**src/rtl/branch_redirect.sv**
```systemverilog
// Decode-side fetch redirect controller for AAP branch/jump instructions.
// Optional taken-redirect statistics counter enabled by BRANCH_REDIRECT_STATS_EN.
module branch_redirect #(
  parameter int unsigned DRAIN_CYCLES = 2,
  parameter int unsigned TIMEOUT      = 31
) (
  input  logic        clock,
  input  logic        reset,
  input  logic        stop,
  input  logic [31:0] fetchoutput,
  input  logic [19:0] instruction_rd1,
  input  logic [19:0] previous_programcounter,
  output logic [2:0]  pcjumpenable,
  output logic [8:0]  pcchange,
  output logic [5:0]  pclocation,
  output logic        flush,
  output logic        link_valid,
  output logic [19:0] link_address,
  output logic        redirect_abort,
  output logic [15:0] redirect_count
);

  localparam logic [1:0] S_IDLE     = 2'd0;
  localparam logic [1:0] S_REDIRECT = 2'd1;
  localparam logic [1:0] S_DRAIN    = 2'd2;

  localparam logic [7:0] TIMER_LAST = 8'(TIMEOUT - 1);
  localparam logic [3:0] DRAIN_LAST = 4'(DRAIN_CYCLES - 1);

  logic [1:0]  state;
  logic [7:0]  timer;
  logic [3:0]  drain_cnt;
  logic [19:0] target;
  logic [19:0] link_base;

  logic [15:0] word;
  logic [2:0]  dec_code;
  logic        dec_rel;
  logic [19:0] rel_target;
  logic [19:0] abs_target;
  logic        run;
  logic        match;
  logic        unused_younger;

  assign word           = fetchoutput[31:16];
  assign unused_younger = ^fetchoutput[15:0];
  assign rel_target     = previous_programcounter + {11'b0, word[8:0]} - 20'd1;
  assign abs_target     = {14'b0, word[5:0]};
  assign run            = (stop == 1'b1);
  assign match          = (state == S_REDIRECT) && (instruction_rd1 == target);

  always_comb begin
    dec_code = 3'd0;
    if (!word[15] && word[14:13] == 2'b10) begin
      case (word[12:9])
        4'b0000: dec_code = 3'd1;
        4'b0100: dec_code = 3'd4;
        4'b0010: dec_code = 3'd2;
        4'b0011: dec_code = 3'd3;
        default: dec_code = 3'd0;
      endcase
    end
    dec_rel = (dec_code == 3'd1) || (dec_code == 3'd4);
  end

  always_ff @(posedge clock or negedge reset) begin
    if (!reset) begin
      state          <= S_IDLE;
      timer          <= '0;
      drain_cnt      <= '0;
      target         <= '0;
      link_base      <= '0;
      pcjumpenable   <= '0;
      pcchange       <= '0;
      pclocation     <= '0;
      flush          <= 1'b0;
      link_valid     <= 1'b0;
      link_address   <= '0;
      redirect_abort <= 1'b0;
    end else if (run) begin
      link_valid     <= 1'b0;
      redirect_abort <= 1'b0;
      case (state)
        S_IDLE: begin
          if (dec_code != 3'd0) begin
            state        <= S_REDIRECT;
            pcjumpenable <= dec_code;
            pcchange     <= dec_rel ? word[8:0] : '0;
            pclocation   <= dec_rel ? '0 : word[5:0];
            target       <= dec_rel ? rel_target : abs_target;
            link_base    <= previous_programcounter + 20'd1;
            timer        <= '0;
            flush        <= 1'b1;
          end
        end
        S_REDIRECT: begin
          if (match) begin
            state     <= S_DRAIN;
            drain_cnt <= DRAIN_LAST;
          end else if (timer == TIMER_LAST) begin
            state          <= S_IDLE;
            pcjumpenable   <= '0;
            pcchange       <= '0;
            pclocation     <= '0;
            flush          <= 1'b0;
            redirect_abort <= 1'b1;
          end else begin
            timer <= timer + 8'd1;
          end
        end
        S_DRAIN: begin
          if (drain_cnt == '0) begin
            state        <= S_IDLE;
            pcjumpenable <= '0;
            pcchange     <= '0;
            pclocation   <= '0;
            flush        <= 1'b0;
            if (pcjumpenable == 3'd3 || pcjumpenable == 3'd4) begin
              link_valid   <= 1'b1;
              link_address <= link_base;
            end
          end else begin
            drain_cnt <= drain_cnt - 4'd1;
          end
        end
        default: state <= S_IDLE;
      endcase
    end
  end

`ifdef BRANCH_REDIRECT_STATS_EN
  // Counts only completed redirects (REDIRECT->DRAIN); aborts never reach this path.
  always_ff @(posedge clock or negedge reset) begin
    if (!reset)
      redirect_count <= '0;
    else if (run && match && redirect_count != 16'hFFFF)
      redirect_count <= redirect_count + 16'd1;
  end
`else
  assign redirect_count = 16'h0000;
`endif

endmodule

```
**config.mk**
```make
export PLATFORM = sky130hd
export DESIGN_NAME = branch_redirect
export DESIGN_NICKNAME = d
export VERILOG_FILES = /design/src/rtl/branch_redirect.sv
export SDC_FILE = /design/constraint.sdc
export NUM_CORES = 1
export LEC_CHECK = 0
export ABC_AREA = 1
export CAP_MARGIN = 10
export CORE_ASPECT_RATIO = 0.8
export CORE_MARGIN = 5
export CORE_UTILIZATION = 25
export CTS_BUF_LIST = sky130_fd_sc_hd__clkbuf_8
export DETAILED_ROUTE_END_ITERATION = 6
export GPL_ROUTABILITY_DRIVEN = 1
export PLACE_DENSITY_LB_ADDON = 0.15
export SYNTH_ARGS = -nofsm -noshare
export SYNTH_HDL_FRONTEND = slang
export SYNTH_SLANG_ARGS = --single-unit
export TNS_END_PERCENT = 5
```
**constraint.sdc**
```tcl
create_clock -name clock -period 2.2 [get_ports clock]
set_input_delay 0.66 -clock clock [delete_from_list [all_inputs] [get_ports clock]]
set_output_delay 0.66 -clock clock [all_outputs]
set_load 0.01 [all_outputs]
```
==> flow_metrics.env, run 1 <==
export IMPL_wl_um=19660
export IMPL_fillers=2754
export IMPL_crit_family="simple AND/OR/NAND/NOR gates"
export IMPL_ir_worst_vdd_v=0.0002635
export IMPL_synth_edf_count=0
export IMPL_via_per_inst=4.081
export IMPL_synthAdderAreaFrac_pct=8.953
export IMPL_clockPowerShare_pct=22.9
export IMPL_antenna_found_initial=0
export IMPL_cts_sinks=95
export IMPL_die_width_um=190.5
export IMPL_hpwl_um=15480
export IMPL_grt_pass1_vias=5775
export IMPL_synthFlopType="dfrtp_1"
export IMPL_synthMuxAreaShare_pct=0
export IMPL_cp_end_kind="flip-flop"
export IMPL_crit_path_top_delay_cell="fa_2"
export IMPL_worst_skew_pair_late_latency_ns=0.40
export IMPL_synth_top_family_by_area="simple AND/OR/NAND/NOR gates"
export IMPL_ys_warn_count=0
export IMPL_grt_overflow_total=0
export IMPL_ys_types=44
export IMPL_core_um2=25500
export IMPL_final_cell_mix="291 x nand2_1, 103 x buf_4, 101 x inv_1"
export IMPL_r2r_start="timer[0]$_DFFE_PN0P_"
export IMPL_final_cells=1464
export IMPL_power_mw=5.384
export IMPL_p_sw_share_pct=37.33
export IMPL_crit_buf_inv=3
export IMPL_min_delay_path_class="input pin to async pin"
export IMPL_cts_buffers=9
export IMPL_yosys_area_top_type="dfrtp_1"
export IMPL_syn_area_um2=6512
export IMPL_areaGrowthSynthToFinish_pct=40.71
export IMPL_yosys_top_cells_area="dfrtp_1 37%, nand2_1 18%, ha_1 8.6%, inv_1 6.9%, nand3_1 4.7%"
export IMPL_worstMarginPinSlew_ns=0.6583
export IMPL_nNetsFinal=1229
export IMPL_hold_buffers=0
export IMPL_io_pins=132
export IMPL_synth_compound_area_share_pct=7.378
export IMPL_routabilityCongestion=0.8202
export IMPL_die_h_um=154.4
export IMPL_drive_above_1_share_pct=21.29
export IMPL_cts_clk_slew_worst_paths_ns=0.13
export IMPL_synth_avg_cell_area_um2=7.172
export IMPL_finClkSkew_ns=0.02559
export IMPL_hold_viol=0
export IMPL_maxCapViolations=0
export IMPL_ys_ff_latch=95
export IMPL_grt_max_degree=30
export IMPL_seq_area_frac_synth_pct=36.50
export IMPL_slew_viol_final=0
export IMPL_start_kind="input pin"
export IMPL_fin_util_pct=35.93
export IMPL_yosys_area_share_simple_pct=32.08
export IMPL_grt_pass1_wl_um=31350
export IMPL_cts_buffer_depth=2
export IMPL_drc_errors=0
export IMPL_avgRoutedWirePerCell_um=13.43
export IMPL_antenna_cells=0
export IMPL_vias=5975
export IMPL_slowest_delay_ns=0.38
export IMPL_hold_ws_ns=0.1838
export IMPL_syn_inst=908
export IMPL_p_int_mw=3.374
export IMPL_io_buffers=99
export IMPL_synth_xor_area_share_pct=3.900
export IMPL_async_reset_ff_share_pct=100.0
export IMPL_synth_top_area_share_pct=36.50
export IMPL_critPathArrivalTime_ns=2.39
export IMPL_p_sw_mw=2.010
export IMPL_combPwrFrac_pct=36.9
export IMPL_setup_violations=0
export IMPL_track_usage_pct=13.35
export IMPL_critPathLaunch="fetchoutput[18]"
export IMPL_htree_num_levels=3
export IMPL_critPathMaxFanout=3
export IMPL_drtAntennaViolNets=0
export IMPL_die_area_um2=29400
export IMPL_fp_row_count=52
export IMPL_power_frac_seq_pct=40.2
export IMPL_start_util_pct=25.53
export IMPL_crit_required_ns=2.49
export IMPL_worstPathCellList="clkdlybuf4s15_1 -> inv_2 -> ha_4 -> fa_2 -> inv_2 -> nand3_2 -> nand3_2 -> nand3b_1 -> nand2_2 -> nand3_2 -> nand2_1 -> nand2_1 -> nand3_1 -> nand2_1"
export IMPL_drt_iter0_drc=290
export IMPL_cts_root_buf="clkbuf_8"
export IMPL_power_leakage_nw=4.645
export IMPL_timing_final_crit_share_pct=95.47
export IMPL_max_freq_ghz=0.4761
export IMPL_layout_commonest_cell="nand2_1"
export IMPL_max_slew_margin_rel_pct=56.12
export IMPL_drtPass1Iterations=5
export IMPL_dp_cells=1446
export IMPL_final_min_clock_period_ns=2.100
export IMPL_setup_worst_path_class="input pin to flip-flop"
export IMPL_status="finished clean"
export IMPL_cts_tree="done"
export IMPL_power_density_nw_per_um2=587.5
-- final timing paths --
path                                                     to  slack [ns]  depth (start not counted)
worst max-delay path                 target[17]$_DFFE_PN0P_         0.1                         14
worst max register to register  pcjumpenable[2]$_DFFE_PN0P_        0.50                         10
max in group asynchronous              timer[2]$_DFFE_PN0P_        1.41                          2
min in group clock              link_address[0]$_DFFE_PN0P_        0.48                          2
worst min-delay path                      flush$_DFFE_PN0P_        0.18                          1
worst min register to register  link_address[0]$_DFFE_PN0P_        0.48                          2
-- synthesized netlist by cell type, types with 2 or more instances --
cell type and count:
nand2_1 305, inv_1 120, dfrtp_1 95, nor2_1 68
nand3_1 61, ha_1 45, o21ai_0 31, a21oi_1 24
o21ai_1 20, buf_4 19, xor2_1 16, xnor2_1 13
nor3_1 12, nand3b_1 9, clkbuf_1 8, or2_2 7
nor2_2 6, buf_2 5, inv_2 5, nand2_2 5
o211ai_1 4, nand4_1 3, nor2_4 3, o21bai_1 3
buf_6 2
-- routing by layer --
layer	up-vias	share of wire (%)	GRT usage (%)	wire length [um]
met5	-	0	0	0
met2	76	42	19.26	8196
li1	3198	-	-	-
met3	8	3.9	2.726	757
met1	2693	54	20.51	10550
met4	0	0.79	2.769	155
-- cell families after synthesis --
| group | after synthesis |
|---|---|
| AOI/OAI and AO/OA | 88 |
| xor gates and xnor gates | 29 |
| adders and majority gates | 46 |
| buffers and inverters | 161 |
| DFF | 95 |
| other | 1 |
| and+or+nand+nor | 488 |
-- metrics by stage --
step | setup WS, ns | instance area (um2) | TNS [ns]
2_1_floorplan | -0.03519 | 6624 | -0.06323
3_3_place_gp | -0.8489 | 8727 | -24.87
3_5_place_dp | -0.8746 | 8727 | -25.80
4_1_cts | -0.02455 | 9047 | -0.02506
5_1_grt | -0.002895 | 9164 | -0.002895
6_report | 0.09960 | 9164 | 0
-- power groups by stage --
stage	clock network, mW	registers, mW	logic (mW)
after floorplan	0	2.19	1.11
after CTS	1.30	2.17	1.95
final	1.23	2.16	1.99
after detailed placement	0	2.20	1.87
after global routing	1.35	2.20	2.23
after global placement	0	2.20	1.86
-- flip-flops by register name (all words and copies together), names as in the netlist, 3 cells and up --
signal	count
timer	8
pcjumpenable	3
pclocation	6
target	20
drain_cnt	4
link_base	20
link_address	20
pcchange	9
-- cell type report --
type                       instances  area (um2)  share of cell area [%]
timing repair buffer             210        1894                   20.67
clock inverter                     7       77.57                  0.8465
inverter                         125       486.7                   5.311
tap                              351       439.2                   4.792
clock buffer                       9       123.9                   1.352
multi-input combinational        667        3765                   41.08
sequential                        95        2377                   25.94
-- timing repair --
item                       4_1_cts  5_1_grt
setup endpoints to repair       17       19
pin swaps                        6        9
setup buffers                    2        1
resized for setup               53       62
hold endpoints to repair         0        0
No activity file was read; power rests on OpenSTA's default activity.
==> run 2: changes to the inputs <==
- ABC_CLOCK_PERIOD_IN_PS: unset -> 2200
- SLEW_MARGIN: unset -> 40
==> results of run 2 <==
Same layout as run 1: the final DEF is identical, and so are final timing and power.
==> run 3: changes to the inputs <==
- CORE_ASPECT_RATIO: 0.8 -> unset
- REMOVE_ABC_BUFFERS: unset -> 1
==> run 3 against run 2 <==
Effect of this change:
- highest routed layer unchanged
- critical path type unchanged
- worst setup slack lost 0.021 ns
- utilization shrank 0.69 points
- first-iteration DRC count shrank 18%
- register-to-register slack lost 0.09 ns
- wire length shrank 3.6%
- cell area shrank 0.63%
- sequential share of layout area grew 0.16 points
- combinational power is essentially flat
- critical endpoint is now target[18]$_DFFE_PN0P_
==> flow_metrics.env, run 3 (synthesis results as in run 1) <==
export IMPL_status="finished clean"
export IMPL_track_usage_pct=13.24
export IMPL_dp_cells=1435
export IMPL_fillers=2788
export IMPL_postLayoutSetupSlackWorst_ns=0.07872
export IMPL_die_h_um=171.4
export IMPL_clockPowerShare_pct=23.8
export IMPL_start_util_pct=25.21
export IMPL_grt_max_degree=96
export IMPL_p_int_mw=3.517
export IMPL_die_width_um=171.4
export IMPL_worst_r2r_setup_slack_ns=0.41
export IMPL_largestRegisters="link_address (20), link_base (20), target (20)"
export IMPL_final_seq_area_um2=2377
export IMPL_layout_commonest_cell="nand2_1"
export IMPL_wl_um=18960
export IMPL_cts_root_buf="clkbuf_8"
export IMPL_cts_clk_slew_worst_paths_ns=0.11
export IMPL_min_delay_path_class="input pin to async pin"
export IMPL_grt_overflow_total=0
export IMPL_fp_row_count=59
export IMPL_power_density_nw_per_um2=596.0
export IMPL_hpwl_um=14890
export IMPL_setup_tns_final_ns=0
export IMPL_avgRoutedWirePerCell_um=13.05
export IMPL_worstMarginPinSlew_ns=0.6344
export IMPL_rsz0062_at_grt="true"
export IMPL_timing_final_crit_share_pct=96.42
export IMPL_drive_above_1_share_pct=21.29
export IMPL_place_ws_ns=-0.9323
export IMPL_slew_viol_final=0
export IMPL_grt_pass1_vias=5871
export IMPL_drtAntennaViolNets=0
export IMPL_drtPass1Iterations=4
export IMPL_cts_buffer_depth=2
export IMPL_die_area_um2=29380
export IMPL_via_per_inst=4.147
export IMPL_start_kind="input pin"
export IMPL_hold_viol=0
export IMPL_max_slew_margin_rel_pct=57.71
export IMPL_antenna_cells=0
export IMPL_io_pins=132
export IMPL_final_cells=1453
export IMPL_critPathMaxFanout=5
export IMPL_nNetsFinal=1234
export IMPL_vias=6026
export IMPL_cts_buffers=9
export IMPL_drc_errors=0
export IMPL_final_min_clock_period_ns=2.121
export IMPL_final_cell_mix="294 x nand2_1, 113 x buf_4, 102 x inv_1"
export IMPL_core_um2=25840
export IMPL_grt_pass1_wl_um=30780
export IMPL_p_sw_mw=1.910
export IMPL_max_freq_ghz=0.4714
export IMPL_maxCapViolations=0
export IMPL_antenna_found_initial=0
export IMPL_setup_worst_path_class="input pin to flip-flop"
export IMPL_power_frac_seq_pct=39.8
export IMPL_cp_end_kind="flip-flop"
export IMPL_combPwrFrac_pct=36.3
export IMPL_setup_violations=0
export IMPL_cts_tree="done"
export IMPL_crit_required_ns=2.49
export IMPL_p_sw_share_pct=35.20
export IMPL_hold_buffers=0
export IMPL_final_area_um2=9106
export IMPL_areaGrowthSynthToFinish_pct=39.83
export IMPL_routabilityCongestion=0.8059
export IMPL_drt_iter0_drc=239
export IMPL_htree_num_levels=3
export IMPL_worst_skew_pair_late_latency_ns=0.39
export IMPL_finClkSkew_ns=0.01106
export IMPL_placed_cell_area_um2=8640
export IMPL_multi_input_area_um2=3749
export IMPL_io_buffers=99
export IMPL_cts_sinks=95
export IMPL_critPathArrivalTime_ns=2.41
export IMPL_ir_worst_vdd_v=0.0002941
export IMPL_power_leakage_nw=4.631
==> run 3: cell count changes in the layout (fill, tap and decap cells not counted), moves of 3 or more <==
cell / previous run / this run
nand3_2: 4 / 7
nand3_1: 58 / 55
nor2_1: 63 / 66
inv_2: 21 / 24
buf_4: 103 / 113
nor2_2: 10 / 6
buf_12: 8 / 5
nand2_2: 19 / 16
dlygate4sd2_1: 2 / 7
nand2_1: 291 / 294
clkdlybuf4s15_1: 7 / 1
==> run 3: timing repair <==
action | 4_1_cts | 5_1_grt
endpoints found under the setup margin | 17 | 17
pin swaps | 14 | 9
gates resized for setup | 70 | 46
setup buffers | 1 | 1
==> run 3: path summary, 6_finish.rpt <==
kind                            cells past startpoint                        start                     endpoint
worst max-delay path                               10  previous_programcounter[15]       target[18]$_DFFE_PN0P_
worst min-delay path                                2                        reset            flush$_DFFE_PN0P_
worst max register to register                      7         state[1]$_DFFE_PN0P_    pclocation[5]$_DFFE_PN0P_
worst min register to register                      2      pcchange[8]$_DFFE_PN0P_      pcchange[8]$_DFFE_PN0P_
max in group asynchronous                           2                        reset  link_address[0]$_DFFE_PN0P_
min in group clock                                  2      pcchange[8]$_DFFE_PN0P_      pcchange[8]$_DFFE_PN0P_
==> run 3: power by group through the flow <==
stage / combinational, mW / sequential, mW / clock (mW)
after detailed placement: 1.87 / 2.20 / 0
after global placement: 1.88 / 2.20 / 0
final: 1.97 / 2.16 / 1.29
after CTS: 1.94 / 2.17 / 1.36
after global routing: 2.23 / 2.20 / 1.42
after floorplan: 1.00 / 2.19 / 0
==> run 3: stage by stage <==
step	hold WS, ns	power (mW)	utilization, %
2_1_floorplan	0.3644	3.188	-
3_3_place_gp	0.4539	4.074	33.44
3_5_place_dp	0.4613	4.074	33.44
4_1_cts	0.3329	5.461	34.70
5_1_grt	0.3600	5.848	35.24
6_report	0.3049	5.427	35.24
==> run 3: area by class of cell <==
class	count	area share, %
Tap cell	335	4.603
Multi-Input combinational cell	667	41.17
Clock buffer	11	1.663
Sequential cell	95	26.11
Inverter	125	5.153
Timing Repair Buffer	215	20.68
Clock inverter	5	0.6320
==> run 3: metal layers <==
layer | track usage [%] | share of wire (%) | vias up
met2 | 22.71 | 49 | 65
met1 | 17.41 | 46 | 2735
li1 | - | - | 3210
met4 | 3.410 | 1.1 | 0
met3 | 2.137 | 3.0 | 16
met5 | 0 | 0 | -
==> run 3: worst max-delay path, stage by stage <==
cell and delay (ns):
clkdlybuf4s50_1 0.53, inv_1 0.08, ha_2 0.38, nand2_1 0.10
nor4_1 0.33, nand2_2 0.11, nand2_1 0.07, nand2_1 0.04
nand3_1 0.06, nand2_1 0.05
